### config.mk
export PLATFORM = sky130hd
export DESIGN_NAME = datapath_p
export DESIGN_NICKNAME = d
export VERILOG_FILES = /design/src/rtl/datapath_p.sv
export SDC_FILE = /design/constraint.sdc
export NUM_CORES = 2
export LEC_CHECK = 0
export CORE_MARGIN = 2
export CORE_UTILIZATION = 60
export CTS_BUF_LIST = sky130_fd_sc_hd__clkbuf_8
export CTS_CLUSTER_DIAMETER = 80
export DETAILED_ROUTE_END_ITERATION = 8
export GPL_TIMING_DRIVEN = 0
export PLACE_DENSITY = 0.76
export SLEW_MARGIN = 0
export SYNTH_ARGS = -nofsm -noshare
export SYNTH_HDL_FRONTEND = slang
export SYNTH_SLANG_ARGS = --single-unit
### constraint.sdc
create_clock -name i_clk -period 16.9 [get_ports i_clk]
set_clock_uncertainty 0.1 [all_clocks]
set_input_delay 2.535 -clock i_clk [delete_from_list [all_inputs] [get_ports i_clk]]
set_output_delay 2.535 -clock i_clk [all_outputs]
set_load 0.05 [all_outputs]
### src/rtl/datapath_p.sv
// datapath_p: parametrised CPU datapath driven cycle-by-cycle by an external
// control FSM. There is no decode logic here, only the datapath itself.
//
// Ports:
//   i_clk, i_reset         clock; synchronous active-high reset
//   i_data_in              external input word (bus source D_IN)
//   i_select               bus source select (registers, then D_IN, RAX, RAM,
//                          RIP, RIP+1, ZERO, RFL; any other code drives 0)
//   i_load_addr            MAR <= bus
//   i_load_rip             RIP <= bus
//   i_inc_rip              RIP <= RIP + 1
//   i_branch, i_cond       RIP <= bus when the condition holds on RFL
//   i_load_reg             per-register write enables, REG[k] <= bus
//   i_alu_a, i_alu_b       ALU operand register indices
//   i_alu_op, i_alu_signed ALU operation and signedness
//   i_load_alu             RAX <= result (except CMP), RFL <= flags
//   i_write_ram            mem[MAR] <= bus
//   o_ram_out              registered RAM read data, mem[MAR]
//   o_rip                  current RIP
//   o_flags                current RFL
//   o_branch_taken         i_branch and condition true (combinational)

module datapath_p #(
  parameter int DATA_W   = 8,
  parameter int ADDR_W   = 8,
  parameter int NUM_REGS = 8,
  localparam int SEL_W   = $clog2(NUM_REGS + 7),
  localparam int IDX_W   = $clog2(NUM_REGS)
) (
  input  logic                i_clk,
  input  logic                i_reset,
  input  logic [DATA_W-1:0]   i_data_in,
  input  logic [SEL_W-1:0]    i_select,
  input  logic                i_load_addr,
  input  logic                i_load_rip,
  input  logic                i_inc_rip,
  input  logic                i_branch,
  input  logic [2:0]          i_cond,
  input  logic [NUM_REGS-1:0] i_load_reg,
  input  logic [IDX_W-1:0]    i_alu_a,
  input  logic [IDX_W-1:0]    i_alu_b,
  input  logic [3:0]          i_alu_op,
  input  logic                i_alu_signed,
  input  logic                i_load_alu,
  input  logic                i_write_ram,
  output logic [DATA_W-1:0]   o_ram_out,
  output logic [ADDR_W-1:0]   o_rip,
  output logic [DATA_W-1:0]   o_flags,
  output logic                o_branch_taken
);

  localparam logic [3:0] OP_ADD  = 4'd0;
  localparam logic [3:0] OP_SUB  = 4'd1;
  localparam logic [3:0] OP_AND  = 4'd2;
  localparam logic [3:0] OP_OR   = 4'd3;
  localparam logic [3:0] OP_XOR  = 4'd4;
  localparam logic [3:0] OP_NOT  = 4'd5;
  localparam logic [3:0] OP_SHL  = 4'd6;
  localparam logic [3:0] OP_SHR  = 4'd7;
  localparam logic [3:0] OP_PASS = 4'd8;
  localparam logic [3:0] OP_CMP  = 4'd9;

  logic [DATA_W-1:0] regs [NUM_REGS];
  logic [DATA_W-1:0] mem  [2**ADDR_W];
  logic [ADDR_W-1:0] mar;
  logic [ADDR_W-1:0] rip;
  logic [DATA_W-1:0] rax;
  logic [DATA_W-1:0] rfl;
  logic [DATA_W-1:0] ram_out;

  logic [ADDR_W-1:0] rip_p1;
  logic [DATA_W-1:0] bus;
  logic [DATA_W-1:0] opa;
  logic [DATA_W-1:0] opb;
  logic [DATA_W:0]   sum;
  logic [DATA_W:0]   diff;
  logic              add_ov;
  logic              sub_ov;
  logic              a_lt_b;
  logic [DATA_W-1:0] alu_res;
  logic              alu_carry;
  logic              alu_ov;
  logic              alu_valid;
  logic [5:0]        flag_bits;
  logic [DATA_W-1:0] flags_next;
  logic              cond_true;
  logic              branch_taken;

  assign rip_p1 = rip + ADDR_W'(1);

  // Bus mux. Codes below NUM_REGS pick a register; the fixed sources follow.
  always_comb begin
    bus = '0;
    if (int'(i_select) < NUM_REGS) begin
      bus = regs[i_select[IDX_W-1:0]];
    end else begin
      case (int'(i_select) - NUM_REGS)
        0:       bus = i_data_in;
        1:       bus = rax;
        2:       bus = ram_out;
        3:       bus = DATA_W'(rip);
        4:       bus = DATA_W'(rip_p1);
        5:       bus = '0;
        6:       bus = rfl;
        default: bus = '0;
      endcase
    end
  end

  // Operand indices beyond the register count (non power-of-two sizes) read 0.
  assign opa = (int'(i_alu_a) < NUM_REGS) ? regs[i_alu_a] : '0;
  assign opb = (int'(i_alu_b) < NUM_REGS) ? regs[i_alu_b] : '0;

  assign sum    = {1'b0, opa} + {1'b0, opb};
  assign diff   = {1'b0, opa} - {1'b0, opb};
  assign add_ov = (opa[DATA_W-1] == opb[DATA_W-1]) && (sum[DATA_W-1] != opa[DATA_W-1]);
  assign sub_ov = (opa[DATA_W-1] != opb[DATA_W-1]) && (diff[DATA_W-1] != opa[DATA_W-1]);
  assign a_lt_b = i_alu_signed ? ($signed(opa) < $signed(opb)) : (opa < opb);

  always_comb begin
    alu_res   = '0;
    alu_carry = 1'b0;
    alu_ov    = 1'b0;
    alu_valid = 1'b1;
    case (i_alu_op)
      OP_ADD: begin
        alu_res   = sum[DATA_W-1:0];
        alu_carry = sum[DATA_W];
        alu_ov    = add_ov;
      end
      OP_SUB, OP_CMP: begin
        alu_res   = diff[DATA_W-1:0];
        alu_carry = diff[DATA_W];
        alu_ov    = sub_ov;
      end
      OP_AND:  alu_res = opa & opb;
      OP_OR:   alu_res = opa | opb;
      OP_XOR:  alu_res = opa ^ opb;
      OP_NOT:  alu_res = ~opa;
      OP_SHL: begin
        alu_res   = {opa[DATA_W-2:0], 1'b0};
        alu_carry = opa[DATA_W-1];
      end
      OP_SHR: begin
        alu_res   = {i_alu_signed & opa[DATA_W-1], opa[DATA_W-1:1]};
        alu_carry = opa[0];
      end
      OP_PASS: alu_res = opa;
      default: alu_valid = 1'b0;
    endcase
  end

  // Unused opcodes clear every flag, including the compare flags.
  always_comb begin
    flag_bits = '0;
    if (alu_valid) begin
      flag_bits = {alu_ov,
                   alu_res == {{(DATA_W-1){1'b0}}, 1'b1},
                   alu_res == '0,
                   a_lt_b,
                   opa == opb,
                   alu_carry};
    end
  end

  assign flags_next = DATA_W'(flag_bits);

  // Conditions look only at the registered RFL, never at a same-cycle ALU load.
  always_comb begin
    cond_true = 1'b0;
    case (i_cond)
      3'd0: cond_true = 1'b1;
      3'd1: cond_true = rfl[1];
      3'd2: cond_true = ~rfl[1];
      3'd3: cond_true = rfl[2];
      3'd4: cond_true = ~rfl[2];
      3'd5: cond_true = rfl[3];
      3'd6: cond_true = rfl[0];
      3'd7: cond_true = rfl[5];
      default: cond_true = 1'b0;
    endcase
  end

  assign branch_taken = i_branch & cond_true;

  always_ff @(posedge i_clk) begin
    if (i_reset) begin
      mar     <= '0;
      rip     <= '0;
      rax     <= '0;
      rfl     <= '0;
      ram_out <= '0;
      for (int k = 0; k < NUM_REGS; k++) begin
        regs[k] <= '0;
      end
    end else begin
      ram_out <= mem[mar];
      if (i_load_addr) begin
        mar <= bus[ADDR_W-1:0];
      end
      if (i_load_rip) begin
        rip <= bus[ADDR_W-1:0];
      end else if (branch_taken) begin
        rip <= bus[ADDR_W-1:0];
      end else if (i_inc_rip) begin
        rip <= rip_p1;
      end
      for (int k = 0; k < NUM_REGS; k++) begin
        if (i_load_reg[k]) begin
          regs[k] <= bus;
        end
      end
      if (i_load_alu) begin
        if (i_alu_op != OP_CMP) begin
          rax <= alu_res;
        end
        rfl <= flags_next;
      end
    end
  end

  // RAM array has no reset; writes are suppressed while reset is asserted.
  always_ff @(posedge i_clk) begin
    if (i_write_ram && !i_reset) begin
      mem[mar] <= bus;
    end
  end

  assign o_ram_out      = ram_out;
  assign o_rip          = rip;
  assign o_flags        = rfl;
  assign o_branch_taken = branch_taken;

endmodule

==> Word-level counts from Yosys, hierarchy flattened <==
Memories as Yosys holds them, arrays and structs flattened. A register that Yosys moved wholly into a read port is not among the register bits.
Cells that the tools add are included.
{ "op_classes": {"add_sub_neg": 4, "n_lt_le_gt_ge": 3, "eq_ne": 28, "n_mux": 48, "bitwise_logic": 16, "n_reduce_logical": 12} }
{ "op_table": {"columns": ["operator", "n"], "rows": [
  ["$mux 8", 12],
  ["$pmux 8 s9", 1],
  ["$eq 32x2->1 const B", 2],
  ["$eq 32x3->1 const B", 2],
  ["$pmux 8 s6", 1],
  ["$eq 32x1->1 const B", 1],
  ["$logic_not 32->1", 1],
  ["$mux 1", 30],
  ["$eq 4x3->1 const B", 4],
  ["$lt 8x8->1", 2],
  ["$eq 3x3->1 const B", 4],
  ["$reduce_or 10->1", 1],
  ["$add 8x8->9", 1],
  ["$sub 8x8->9", 1],
  ["$add 8x1->8 const B", 1],
  ["$and 8x8->8", 1],
  ["$eq 4x2->1 const B", 2],
  ["$eq 4x4->1 const B", 2],
  ["$eq 8x1->1 const B", 1],
  ["$eq 8x8->1", 1],
  ["$logic_not 8->1", 1],
  ["$not 8->8", 1],
  ["$or 1x1->1", 8],
  ["$or 8x8->8", 1],
  ["22 further kinds", 29]
]} }
{ "totals": {"reg_bits": 30, "ramBits": 2112, "inputBits": 42, "output_inout_bits": 25, "word_cells": 117, "mem_count": 2} }
{ "mem_list": {"columns": ["name", "depth", "width", "rd", "rd_ports_with_merged_regs", "wr", "line", "source"], "rows": [
  ["mem", 256, 8, 1, 1, 1, "64", "logic [DATA_W-1:0] mem [2**ADDR_W];"],
  ["regs", 8, 8, 3, 0, 8, "63", "logic [DATA_W-1:0] regs [NUM_REGS];"]
]} }

==> Depth between registers and ports, before layout <==
{ "depth": {"ltp_word": 6, "mapped_depth": 14, "depth_no_buf": 12} }

==> Worst setup path after synthesis <==
Ideal clock, no wire load.
{ "synth_path": {"path_type": "in2reg", "start": "input i_select[1]", "end": "memory mem[0][2], data pin", "setup_time_ns": 2.213, "arrival_time_ns": 13.454, "t_required_ns": 14.587, "setup_slack_ns": 1.133, "stages": 5, "path_buffers": 2, "cell_sequence": "clkbuf_1 > clkbuf_1 > mux4_2 > mux2i_1 > o21ai_0"} }
{ "synth_via": {"elab_chain_cells": 4, "word_cells_on_any_way": 11, "cone_classes": "add/sub (1); order compare (1); eq/ne (5); mux (2); reduce/logical (1); memory (1)"} }
{ "synth_rtl": {"columns": ["item", "line", "source"], "rows": [
  ["start, declared", "33", "input logic [SEL_W-1:0] i_select,"],
  ["$sub 4x4->5", "97", "case (int'(i_select) - NUM_REGS)"],
  ["$eq 32x3->1 (tied with other cells)", "97", null],
  ["$pmux 8 s6", "97", null],
  ["$mux 8 (*)", "94", "if (int'(i_select) < NUM_REGS) begin"],
  ["named net bus[2]", "72", "logic [DATA_W-1:0] bus;"],
  ["end, declared", "64", null]
]} }
The timed path passes the listed nets; every way through them passes the cells marked *.

==> key figures <==
Status
  • Outcome: finished with violations
  • Violated checks: capacitance limit, slew limit

STA
  • RSZ-0062 raised after global routing: no
  • Setup ws final: 9.56 ns
  • Final Hold Viols: 0
  • Tmin final: 7.34 ns
  • Slew HR: -12.7%
  • Fmax achieved: 0.136 GHz
  • Final setup viols: 0
  • Worst Tran Pin Value: 1.69 ns
  • Slew Limit Fails: 58
  • Tcrit/Tclk final: 43.4%

Detailed routing
  • First-pass DRT Iterations: 7
  • DRC: 0
  • Antenna Nets Post-Route: 0
  • DR vias: 52,800
  • Final wirelength: 344 mm
  • WL/cell: 49.3 µm
  • DR iter-0 viols: 11,500
  • Routed vias/inst: 7.58

Synthesis
  • Yosys top cell area share: 72.8%
  • Yosys top cell by area: edfxtp_1
  • Synth area leaders: edfxtp_1 (73%), mux4_2 (15%), mux2i_1 (1.5%), nor2_1 (1.4%), dfxtp_1 (0.87%)
  • Seq/Total Area, Yosys: 73.6%
  • Post-synthesis compound-gate area fraction: 3.13%
  • Ys Warns: 0
  • EDFF count, synth: 2,112
  • Simple-gate share of the synthesized area: 3.93%
  • Async SR Flop Fraction: 0%
  • Cell count after synthesis: 4,362
  • Synthesized area: 87,200 µm²
  • Yosys reg bits: 2,150
  • XOR/XNOR Fraction of Synth Area: 0.171%
  • Largest family of logic cells by synthesized area: multiplexers
  • Synth unique cells: 85
  • Synth Area in Adders: 0.405%
  • Mux share of post-synthesis cell area: 16.8%
  • Mapped Avg Cell Area: 20.0 µm²
  • Main synth FF type: edfxtp_1

Placed design
  • DP Wirelength: 230 mm
  • GPL Wtd Cong: 1.07
  • Placed Area: 91,000 µm²
  • Port Buf Inserts: 53
  • Pre-CTS WS: 9.23 ns

Power
  • Cell Pwr Density: 119 nW/µm²
  • Total power: 0.0115 W
  • Peak supply drop: 0.0886 mV
  • LEAKAGE: 30.8 nW

Global routing
  • All-Layer GR Usage: 47.0%
  • Initial antenna violation count: 45
  • GRT overflow: 0
  • Largest net degree at the start of global routing: 167
  • Vias in the first global route: 49,000
  • Global-route wire length before repair: 446 mm

Clock tree
  • Clock-pin slew on the worst setup and hold paths: 0.06 ns
  • TritonCTS clock tree: yes
  • Hold_buf cts: 0
  • Number of clock sinks: 2,150
  • Root buf cell: clkbuf_8
  • Postcts setup bufs: 0
  • Clock latency on the worst-skew pair: 1.08 ns
  • H-Tree Level Count: 5
  • CTS max path bufs: 4
  • CTS resizes: 0
  • TritonCTS Buffers: 347

Finish
  • Register Area: 64,200 µm²
  • Layout area overhead: 11.5%
  • Nets: 4,875
  • Core Util, Final: 67.6%
  • Layout cells sized above 1: 25.6%
  • Commonest non-fill, non-tap cell in the layout: edfxtp_1
  • Most frequent cells in the layout: edfxtp_1 (2,112), mux4_2 (570), clkbuf_8 (355)
  • Area of the multi-input gates: 21,500 µm²
  • Fill cells: 9,162
  • Fin area: 97,200 µm²

Die
  • Placeable Area: 144,000 µm²
  • Die Y: 385 µm
  • I/O pin total: 67
  • Initial Util: 60.6%
  • Die footprint: 148,000 µm²
  • Rows: 139
  • Die width: 385 µm

Setup path
  • Crit path capture type: flip-flop
  • Max incr delay on CP: 1.04 ns
  • Cells along the critical path: buf_2 -> buf_2 -> buf_4 -> buf_2 -> buf_2 -> mux4_2 -> mux2i_1 -> nor2_1 -> a2111oi_2 -> a41oi_1
  • CP Max Fanout: 10
  • R2R Setup Slk: 9.56 ns
  • CP arrival: 7.94 ns
  • Req. time, crit path: 17.50 ns
  • CP max stage cell: a2111oi_2
  • Critical Path Start Type: flip-flop
  • Crit path top cell by count: buf_2
  • Crit Path Class: reg -> reg

Worst hold path
  • Worst Hold Class: reg -> reg

Run
  • MaxCap Viol Count: 7
[worst paths after layout]
path         startpoint           end  cells past startpoint
min reg2reg  o_flags[4]    o_flags[4]                      2
max reg2reg      mar[1]  o_ram_out[2]                     10
max              mar[1]  o_ram_out[2]                     10
min          o_flags[4]    o_flags[4]                      2
[cell usage after synthesis, drive strengths merged (20+ instances only)]
cell type,count
dfxtp,38
mux2,20
clkbuf,115
nor2,314
nor3,67
a21oi,74
mux4,576
a22oi,72
mux2i,138
nand3,53
ha,25
buf,174
nor2b,30
inv,39
nand2,86
and2,52
o21ai,43
edfxtp,2112
a211oi,43
[through the flow]
stage,instances,hold slack [ns],setup TNS [ns]
floorplan,4363,0.364,0
global placement,6319,0.372,-6125.41
detailed placement,6356,0.374,0
CTS,6940,0.382,0
global route,6948,0.427,0
finish,6967,0.382,0
[cell type report]
| cell class | count | share of cell area [%] |
|---|---|---|
| plain buffers | 289 | 1.61 |
| repair buffers | 94 | 1.30 |
| clock inverters | 229 | 1.14 |
| inverters | 40 | 0.201 |
| diodes | 23 | 0.0592 |
| well taps | 1903 | 2.45 |
| multi-input cells | 1884 | 22.2 |
| flip-flops and latches | 2150 | 66.0 |
| clock buffers | 355 | 5.03 |
[sequential cells by signal, summed over array words and instances, names as in the netlist]
name / count
rax: 8
mar: 8
o_ram_out: 8
o_rip: 8
mem: 2048
o_flags: 6
regs: 64
[worst max-delay path: cells and delay by family, from the launching register on]
kind	cells	cell delay [ns]
multiplexers	2	1.19
flip-flops	1	0.32
buffers and inverters	5	3.74
AO/OA/AOI/OAI	2	1.47
AND/OR/NAND/NOR	1	0.16
[kinds of logic (layout without fill, tap and decap cells)]
kind of cell    Yosys count  after routing
compound gates          388            388
xor+xnor                 17             17
fa+ha+maj                27             27
buf+inv                 329           1007
flops                  2150           2150
mux                     734            734
other cells               1             25
simple gates            716            716
[metal layers]
metal | up-vias | wire length, µm | share of wire (%) | global-route usage, %
li1 | 19000 | - | - | -
met1 | 27000 | 114000 | 33 | 62.5
met2 | 5623 | 143000 | 42 | 63.6
met3 | 1108 | 59800 | 17 | 20.8
met4 | 30 | 26200 | 7.6 | 29.5
met5 | - | 198 | 0.058 | 0
[power by group]
group / total, W / leakage, nW / switching (W) / internal (W)
Combinational: 0.00140 / 7.54 / 0.00103 / 0.000372
Sequential: 0.00604 / 19.8 / 0.0000279 / 0.00601
Clock: 0.00409 / 3.43 / 0.00206 / 0.00203
Total: 0.0115 / 30.8 / 0.00312 / 0.00841
No activity file was read; power rests on OpenSTA's default activity.
